[src/rtl/data_mem_responder_pkg.sv]
// Shared encodings and default sizes for the data-memory responder.
package data_mem_responder_pkg;

  typedef enum logic [1:0] {
    IDLE = 2'b00,
    WAIT = 2'b01,
    RESP = 2'b10
  } state_t;

  localparam int WAIT_CNT_W         = 4;
  localparam int DEFAULT_DEPTH      = 64;
  localparam int DEFAULT_DATA_WIDTH = 32;

endpackage

[src/rtl/data_mem_responder_dmem_array.sv]
// Word storage for the responder: synchronous write, asynchronous read,
// synchronous active-low clear of every word.
module dmem_array
  import data_mem_responder_pkg::*;
#(
  parameter int DataWidth = DEFAULT_DATA_WIDTH,
  parameter int Depth     = DEFAULT_DEPTH,
  localparam int IdxW     = $clog2(Depth)
) (
  input  logic                 clk,
  input  logic                 RST,
  input  logic                 wr_en,
  input  logic [IdxW-1:0]      wr_idx,
  input  logic [DataWidth-1:0] wr_data,
  input  logic [IdxW-1:0]      rd_idx,
  output logic [DataWidth-1:0] rd_data
);

  logic [DataWidth-1:0] mem [Depth];

  always_ff @(posedge clk) begin
    if (!RST) begin
      for (int i = 0; i < Depth; i++) mem[i] <= '0;
    end else if (wr_en) begin
      mem[wr_idx] <= wr_data;
    end
  end

  assign rd_data = mem[rd_idx];

endmodule

[src/rtl/data_mem_responder.sv]
// Load/store responder with a fixed number of wait states per transaction.
// Request and response both use valid/ready: a transfer happens on a rising edge where valid and ready are both high.
module data_mem_responder
  import data_mem_responder_pkg::*;
#(
  parameter int DataWidth  = DEFAULT_DATA_WIDTH,
  parameter int Depth      = DEFAULT_DEPTH,
  parameter int WaitStates = 2
) (
  input  logic                 clk,
  input  logic                 RST,
  input  logic                 Req_Valid,
  output logic                 Req_Ready,
  input  logic                 Req_Write,
  input  logic [DataWidth-1:0] Req_Addr,
  input  logic [DataWidth-1:0] Req_WData,
  output logic                 Resp_Valid,
  input  logic                 Resp_Ready,
  output logic [DataWidth-1:0] Resp_RData,
  output logic                 Resp_Err,
  output logic                 Busy
);

  localparam int IdxW = $clog2(Depth);

  state_t                  state, state_next;
  logic [WAIT_CNT_W-1:0]   cnt, cnt_next;
  logic                    commit;

  logic                    lat_write, lat_err;
  logic [IdxW-1:0]         lat_idx;
  logic [DataWidth-1:0]    lat_wdata;

  logic                    req_err;
  logic                    cur_write, cur_err;
  logic [IdxW-1:0]         cur_idx;
  logic [DataWidth-1:0]    cur_wdata, arr_rdata;

  logic [DataWidth-1:0]    rdata_q;
  logic                    err_q;

  // Index bits above Depth-1 are an error rather than an alias.
  assign req_err = (Req_Addr[1:0] != 2'b00) | (Req_Addr[DataWidth-1:IdxW+2] != '0);

  // With zero wait states the commit happens on the accepting edge itself,
  // so the live request fields are used instead of the latched copy.
  assign cur_write = (state == IDLE) ? Req_Write         : lat_write;
  assign cur_err   = (state == IDLE) ? req_err           : lat_err;
  assign cur_idx   = (state == IDLE) ? Req_Addr[IdxW+1:2] : lat_idx;
  assign cur_wdata = (state == IDLE) ? Req_WData         : lat_wdata;

  always_comb begin
    state_next = state;
    cnt_next   = cnt;
    commit     = 1'b0;
    case (state)
      IDLE: begin
        if (Req_Valid) begin
          if (WaitStates > 0) begin
            state_next = WAIT;
            cnt_next   = WAIT_CNT_W'(WaitStates - 1);
          end else begin
            state_next = RESP;
            commit     = 1'b1;
          end
        end
      end
      WAIT: begin
        if (cnt == '0) begin
          state_next = RESP;
          commit     = 1'b1;
        end else begin
          cnt_next = cnt - 1'b1;
        end
      end
      RESP: begin
        if (Resp_Ready) state_next = IDLE;
      end
      default: state_next = IDLE;
    endcase
  end

  always_ff @(posedge clk) begin
    if (!RST) begin
      state     <= IDLE;
      cnt       <= '0;
      lat_write <= 1'b0;
      lat_err   <= 1'b0;
      lat_idx   <= '0;
      lat_wdata <= '0;
      rdata_q   <= '0;
      err_q     <= 1'b0;
    end else begin
      state <= state_next;
      cnt   <= cnt_next;
      if (state == IDLE && Req_Valid) begin
        lat_write <= Req_Write;
        lat_err   <= req_err;
        lat_idx   <= Req_Addr[IdxW+1:2];
        lat_wdata <= Req_WData;
      end
      if (commit) begin
        rdata_q <= (cur_write | cur_err) ? '0 : arr_rdata;
        err_q   <= cur_err;
      end
    end
  end

  dmem_array #(
    .DataWidth(DataWidth),
    .Depth    (Depth)
  ) u_array (
    .clk    (clk),
    .RST    (RST),
    .wr_en  (commit & cur_write & ~cur_err),
    .wr_idx (cur_idx),
    .wr_data(cur_wdata),
    .rd_idx (cur_idx),
    .rd_data(arr_rdata)
  );

  assign Req_Ready  = (state == IDLE);
  assign Resp_Valid = (state == RESP);
  assign Busy       = (state != IDLE);
  assign Resp_RData = rdata_q;
  assign Resp_Err   = err_q;

endmodule

[config.mk]
export PLATFORM = sky130hd
export DESIGN_NAME = data_mem_responder
export DESIGN_NICKNAME = d
export VERILOG_FILES = /design/src/rtl/data_mem_responder_pkg.sv /design/src/rtl/data_mem_responder_dmem_array.sv /design/src/rtl/data_mem_responder.sv
export SDC_FILE = /design/constraint.sdc
export NUM_CORES = 2
export LEC_CHECK = 0
export ABC_AREA = 1
export CELL_PAD_IN_SITES_DETAIL_PLACEMENT = 0
export CELL_PAD_IN_SITES_GLOBAL_PLACEMENT = 1
export CORE_AREA = 8 8 466 468
export CTS_CLUSTER_DIAMETER = 80
export CTS_CLUSTER_SIZE = 24
export DETAILED_ROUTE_END_ITERATION = 7
export DIE_AREA = 0 0 474 476
export HOLD_SLACK_MARGIN = 0.15
export PLACE_DENSITY_LB_ADDON = 0.25
export SLEW_MARGIN = 40
export SYNTH_ARGS = -nofsm -noshare
export SYNTH_HDL_FRONTEND = slang
export SYNTH_SLANG_ARGS = --single-unit
[constraint.sdc]
create_clock -name clk -period 4.41 [get_ports clk]
set_input_delay 0.6615 -clock clk [delete_from_list [all_inputs] [get_ports clk]]
set_output_delay 0.6615 -clock clk [all_outputs]
set_load 0.02 [all_outputs]
Word-level counts from Yosys, hierarchy flattened
Memory sizes are Yosys's and may differ from the RTL's.
Index checks and enable logic that the tools add are counted.

cells by class
  multiplexer cells = 21
  add/sub/neg operators = 1
  bitwise gates (word level) = 5
  eq/ne operators = 6
  reductions and logical operators = 10

operator list
  cell                                                                      count
  32-bit two-way mux                                                        3
  32-bit OR reduction                                                       1
  24-bit nonzero test                                                       1
  6-bit two-way mux                                                         2
  1-bit two-way mux                                                         9
  4-bit two-way mux                                                         2
  4-bit one-hot mux with 2 select lines                                     1
  2-bit two-way mux                                                         3
  2-bit inequality test (second input constant)                             3
  2-bit one-hot mux with 3 select lines                                     1
  3-bit AND reduction                                                       2
  2-bit nonzero test                                                        3
  4-bit zero test                                                           1
  4-bit by 1-bit subtractor with 4-bit output (second input constant)       1
  1-bit bitwise AND                                                         2
  2-bit by 1-bit == test with 1-bit output (second input constant)          1
  2-bit == test (second input constant)                                     1
  2-bit zero test                                                           1
  2-bit by 1-bit inequality test with 1-bit output (second input constant)  1
  1-bit OR                                                                  2
  1-bit logical AND                                                         1
  1-bit inverter                                                            1

storage, ports and cells
  logic and storage cells = 52
  register bits = 79
  input port bits = 69
  output and inout bits = 36
  bits in writable memories = 2,048
  memories = 1

memory list
  name         depth  bits a word  read ports  clocked after memory_dff  write ports  line                                 RTL
  u_array.mem  64     32           1           0                         64           data_mem_responder_dmem_array.sv:19  logic [DataWidth-1:0] mem [Depth];

Longest topological paths before layout
  word-level depth = 10
  mapped depth = 17
  depth with buffers taken out = 15

Hierarchy
From an unflattened synthesis, not the netlist that was laid out.

unflattened totals
  cells, all modules = 9,819
  area, all modules = 94,730.9 um^2

modules (own cells, without submodules)
  module              cells each  sequential area each (um^2)  times used  area an instance (um^2)
  dmem_array          9,282       61,499.0                     1           91,183.7
  data_mem_responder  537         1,581.5                      1           3,547.2

Worst setup path after synthesis
Ideal clock, no wire load.

  path type = reg2reg
  start point = register cnt[0]
  end point = memory u_array.mem[12][0] in the netlist's numbering (enable)
  library setup time = 0.389 ns
  data required time = 4.021 ns
  setup slack = 0.978 ns
  clock period less this slack = 3.432 ns
  path buffers = 1
  arrival = 3.042 ns
  stages on the path, launching flop included = 12
  cells stage by stage = dfxtp_1 -> inv_1 -> ha_1 -> nand3_1 -> nor3_4 -> inv_2 -> a21oi_4 -> nand3_4 -> nor4_4 -> nand2_4 -> buf_2 -> nand2_1

RTL lines
  what                    line                                 RTL
  from (decl)             data_mem_responder.sv:27             logic [WAIT_CNT_W-1:0] cnt, cnt_next;
  from (signal assigned)  data_mem_responder.sv:95             cnt <= cnt_next;
  to (decl)               data_mem_responder_dmem_array.sv:19

Worst setup path in the final report
  start point = register state[1]
  end point = register rdata_q[19], in the netlist Resp_RData[19]

on the way
  word-level cells in the longest chain between the ends = 4
  elaborated cells between the ends (all ways) = 9
  those cells by class = eq/ne: 1; mux: 5; bitwise: 1; reduce/logical: 1; memory: 1

RTL lines
  what                                                 line                       RTL
  from (decl)                                          data_mem_responder.sv:26   state_t state, state_next;
  from (signal assigned)                               data_mem_responder.sv:94   state <= state_next;
  2-bit zero test                                      n/a
  6-bit two-way mux, or another cell as far along      data_mem_responder.sv:49   assign cur_idx = (state == IDLE) ? Req_Addr[IdxW+1:2] : lat_idx;
  memory read 64 x 32 bit or 1-bit OR (tied branches)  n/a
  32-bit two-way mux                                   data_mem_responder.sv:103  rdata_q <= (cur_write | cur_err) ? '0 : arr_rdata;
  to (signal assigned)                                 data_mem_responder.sv:103
  to (decl)                                            data_mem_responder.sv:39   logic [DataWidth-1:0] rdata_q;

Parallel ways exist; a longest one is shown, timed or not.
A chain may end at the register's enable or synchronous reset.

==> insert_results.sql <==
INSERT INTO impl_metrics (metric_group, metric, value, unit) VALUES
('logic_synthesis', 'syn-mean-instance-area', '9.18', 'µm²'),
('setup_path', 'criticalPathCategory', 'reg -> reg', ''),
('drt', 'postRouteWirelength', '338000', 'µm'),
('logic_synthesis', 'synth-simple-area-share', '26.8', '%'),
('cts', 'clockRootBuffer', 'clkbuf_16', ''),
('floorplanning', 'fp.dieH', '476', 'µm'),
('finish', 'fill_cells', '19300', ''),
('logic_synthesis', 'ys_seq_area_share', '64.5', '%'),
('logic_synthesis', 'yosys.cell_count.top_type', 'nand2_1', ''),
('setup_path', 'timing.critical_path.fanout_max', '60', ''),
('logic_synthesis', 'synth_fp_nets', '10700', ''),
('setup_path', 'r2r_slack', '480', 'ps'),
('drt', 'remaining_drc_errors', '0', ''),
('global_routing', 'grt_use_met1', '40.7', '%'),
('logic_synthesis', 'synth_warnings', '0', ''),
('floorplanning', 'floorplan.initialDensity', '46.5', '%'),
('drt', 'detail-route-antenna-nets', '0', ''),
('logic_synthesis', 'area_of_the_mapped_netlist', '97800', 'µm²'),
('sta', 'final-hold-violation-count', '0', ''),
('logic_synthesis', 'synthesis.instances', '10700', ''),
('cts', 'cts_max_path_buffers', '3', ''),
('setup_path', 'timing.reg2reg.worst_path_depth', '14', ''),
('drt', 'drtPass1Iterations', '8', ''),
('logic_synthesis', 'synth.ff_latch_count', '2127', ''),
('logic_synthesis', 'yosys_most_used_dff', 'edfxtp_1', ''),
('sta', 'final.setup_skew', '60.5', 'ps'),
('power', 'max-vdd-ir-drop', '0.377', 'mV'),
('logic_synthesis', 'netlist.area_leader.share', '62.9', '%'),
('cts', 'htree_num_levels', '3', ''),
('logic_synthesis', 'synth.mux.area_fraction', '0', '%'),
('cts', 'postCtsResizedCells', '0', ''),
('sta', 'setup_violations', '0', ''),
('sta', 'rsz0062_at_grt', 'false', ''),
('finish', 'final_layout_size_suffix_gt1_share', '6.87', '%'),
('global_routing', 'grt_remaining_overflow', '0', ''),
('setup_path', 'arrival', '4670', 'ps'),
('drt', 'via_count', '74200', ''),
('global_routing', 'grt_pass1_vias', '69400', ''),
('setup_path', 'start_kind', 'flop', ''),
('logic_synthesis', 'synth.top_cells.by_area', 'edfxtp_1 63%, nand2_1 13%, nor2_1 8.9%', ''),
('setup_path', 'critical_path_required', '5150', 'ps'),
('run_status', 'status', 'complete, no violations', ''),
('cts', 'clk_pin_slew', '90', 'ps'),
('cts', 'tritoncts_num_sinks', '2127', ''),
('setup_path', 'cp_cell_sequence', 'nor2_4, nand2_1, nand2_4, buf_12, buf_12, buf_12, nand2_1, nand3_1, nand4_1, nand2_1, nand2_1, nor2_1, nand3_1, a21oi_1', ''),
('floorplanning', 'core.rowCount', '169', ''),
('logic_synthesis', 'synth_fa_ha_area_share', '0.0256', '%'),
('power', 'power.density', '442', 'nW/µm²'),
('sta', 'finalWorstPathRequiredPeriod', '3930', 'ps'),
('power', 'p_leak', '45.4', 'nW'),
('cts', 'post-cts-setup-buffers', '0', ''),
('finish', 'total_number_of_nets_in_the_final_design', '10500', ''),
('place', 'port_buffer_count', '104', ''),
('logic_synthesis', 'synth-compound-area-share', '2.32', '%'),
('setup_path', 'cp_num_buf_inv', '3', ''),
('sta', 'timing.final.max_slew_violations', '0', ''),
('sta', 'worst-slew-pin-transition', '877', 'ps'),
('global_routing', 'grt_busiest_layer', 'met2', ''),
('setup_path', 'crit_cells', '14', ''),
('setup_path', 'crit_path_frequent_cell', 'nand2_1', ''),
('logic_synthesis', 'number_of_enable_flip_flop_cells_after_synthesis', '2048', ''),
('finish', 'finalInstanceArea', '108000', 'µm²'),
('floorplanning', 'top_level_ports', '105', ''),
('place', 'place.detailed.hpwl', '202000', 'µm'),
('logic_synthesis', 'synth.top_cells.by_count', '3364 x nand2_1, 2329 x nor2_1, 2048 x edfxtp_1', ''),
('logic_synthesis', 'ys_types', '33', ''),
('run', 'drv_cap', '0', ''),
('floorplanning', 'die_width', '474', 'µm'),
('global_routing', 'grt_pass1_wl', '487000', 'µm'),
('finish', 'synthToLayoutAreaGrowth', '10.3', '%'),
('place', 'placed_area', '104000', 'µm²');
worst register-to-register path: stages, from the launching register on:
cell	delay, ps
dfxtp_1	410
nor2_4	450
nand2_1	170
nand2_4	330
buf_12	240
buf_12	310
buf_12	420
nand2_1	110
nand3_1	120
nand4_1	350
nand2_1	170
nand2_1	120
nor2_1	380
nand3_1	150
a21oi_1	140
power breakdown:
| part | internal [W] | switching (W) | leakage (nW) | total [W] |
|---|---|---|---|---|
| Clock | 0.00573 | 0.00729 | 1.95 | 0.0130 |
| Sequential | 0.0227 | 0.000262 | 21.8 | 0.0230 |
| Combinational | 0.00262 | 0.00901 | 21.7 | 0.0116 |
stage by stage:
stage	instances	utilization (%)	setup slack, ps
global placement	13100	49.2	360
floorplan	10700	-	978
detailed placement	13200	49.3	379
finish	13400	51.3	481
global route	13400	51.3	388
CTS	13400	51.3	636
worst max path at each step:
stage | start | endpoint | slack (ps)
after floorplan | cnt[0] | u_array.mem[12][0] | 980
after global placement | Req_Addr[2] | Resp_RData[19] | 360
after detailed placement | Req_Addr[2] | Resp_RData[19] | 380
after CTS | state[1] | Resp_RData[19] | 640
after global routing | state[1] | Resp_RData[19] | 390
final | state[1] | Resp_RData[19] | 480
cells by family after synthesis:
kind of cell / after synthesis
buffers and inverters: 1566
AND/OR/NAND/NOR: 6518
flip-flops: 2127
AO/OA/AOI/OAI: 446
adder cells (fa/ha/maj): 2
cells in the final DEF (no fill, tap or decap), types with 100 or more instances in the layout:
cell type and instances:
edfxtp_1 2048, nor2_1 2325, o21ai_0 308, clkdlybuf4s50_1 103, inv_1 748, nand3_1 605
nand2_1 3359, buf_12 100, nand4_1 123, buf_4 274, clkbuf_16 125
layout make-up:
type	count	area [µm²]	area share (%)
Clock inverter	82	883	0.819
Multi-Input combinational cell	6966	29000	26.9
Tap cell	2821	3530	3.27
Inverter	752	2820	2.62
Antenna cell	5	12.5	0.0116
Sequential cell	2127	63100	58.5
Timing Repair Buffer	495	5380	4.99
Clock buffer	136	3190	2.96
sequential cells by signal (all words and copies together) (netlist names):
| name | cells |
|---|---|
| Resp_Err | 1 |
| Resp_RData | 32 |
| cnt | 4 |
| lat_err | 1 |
| lat_idx | 6 |
| lat_wdata | 32 |
| lat_write | 1 |
| state | 2 |
| u_array.mem | 2048 |
layer usage:
layer  wire [µm]  share of wire, %
met4       16300               4.8
met5          21            0.0062
met3       32500               9.6
met1      136000                40
met2      153000                45
(Power assumes the default switching activity.)
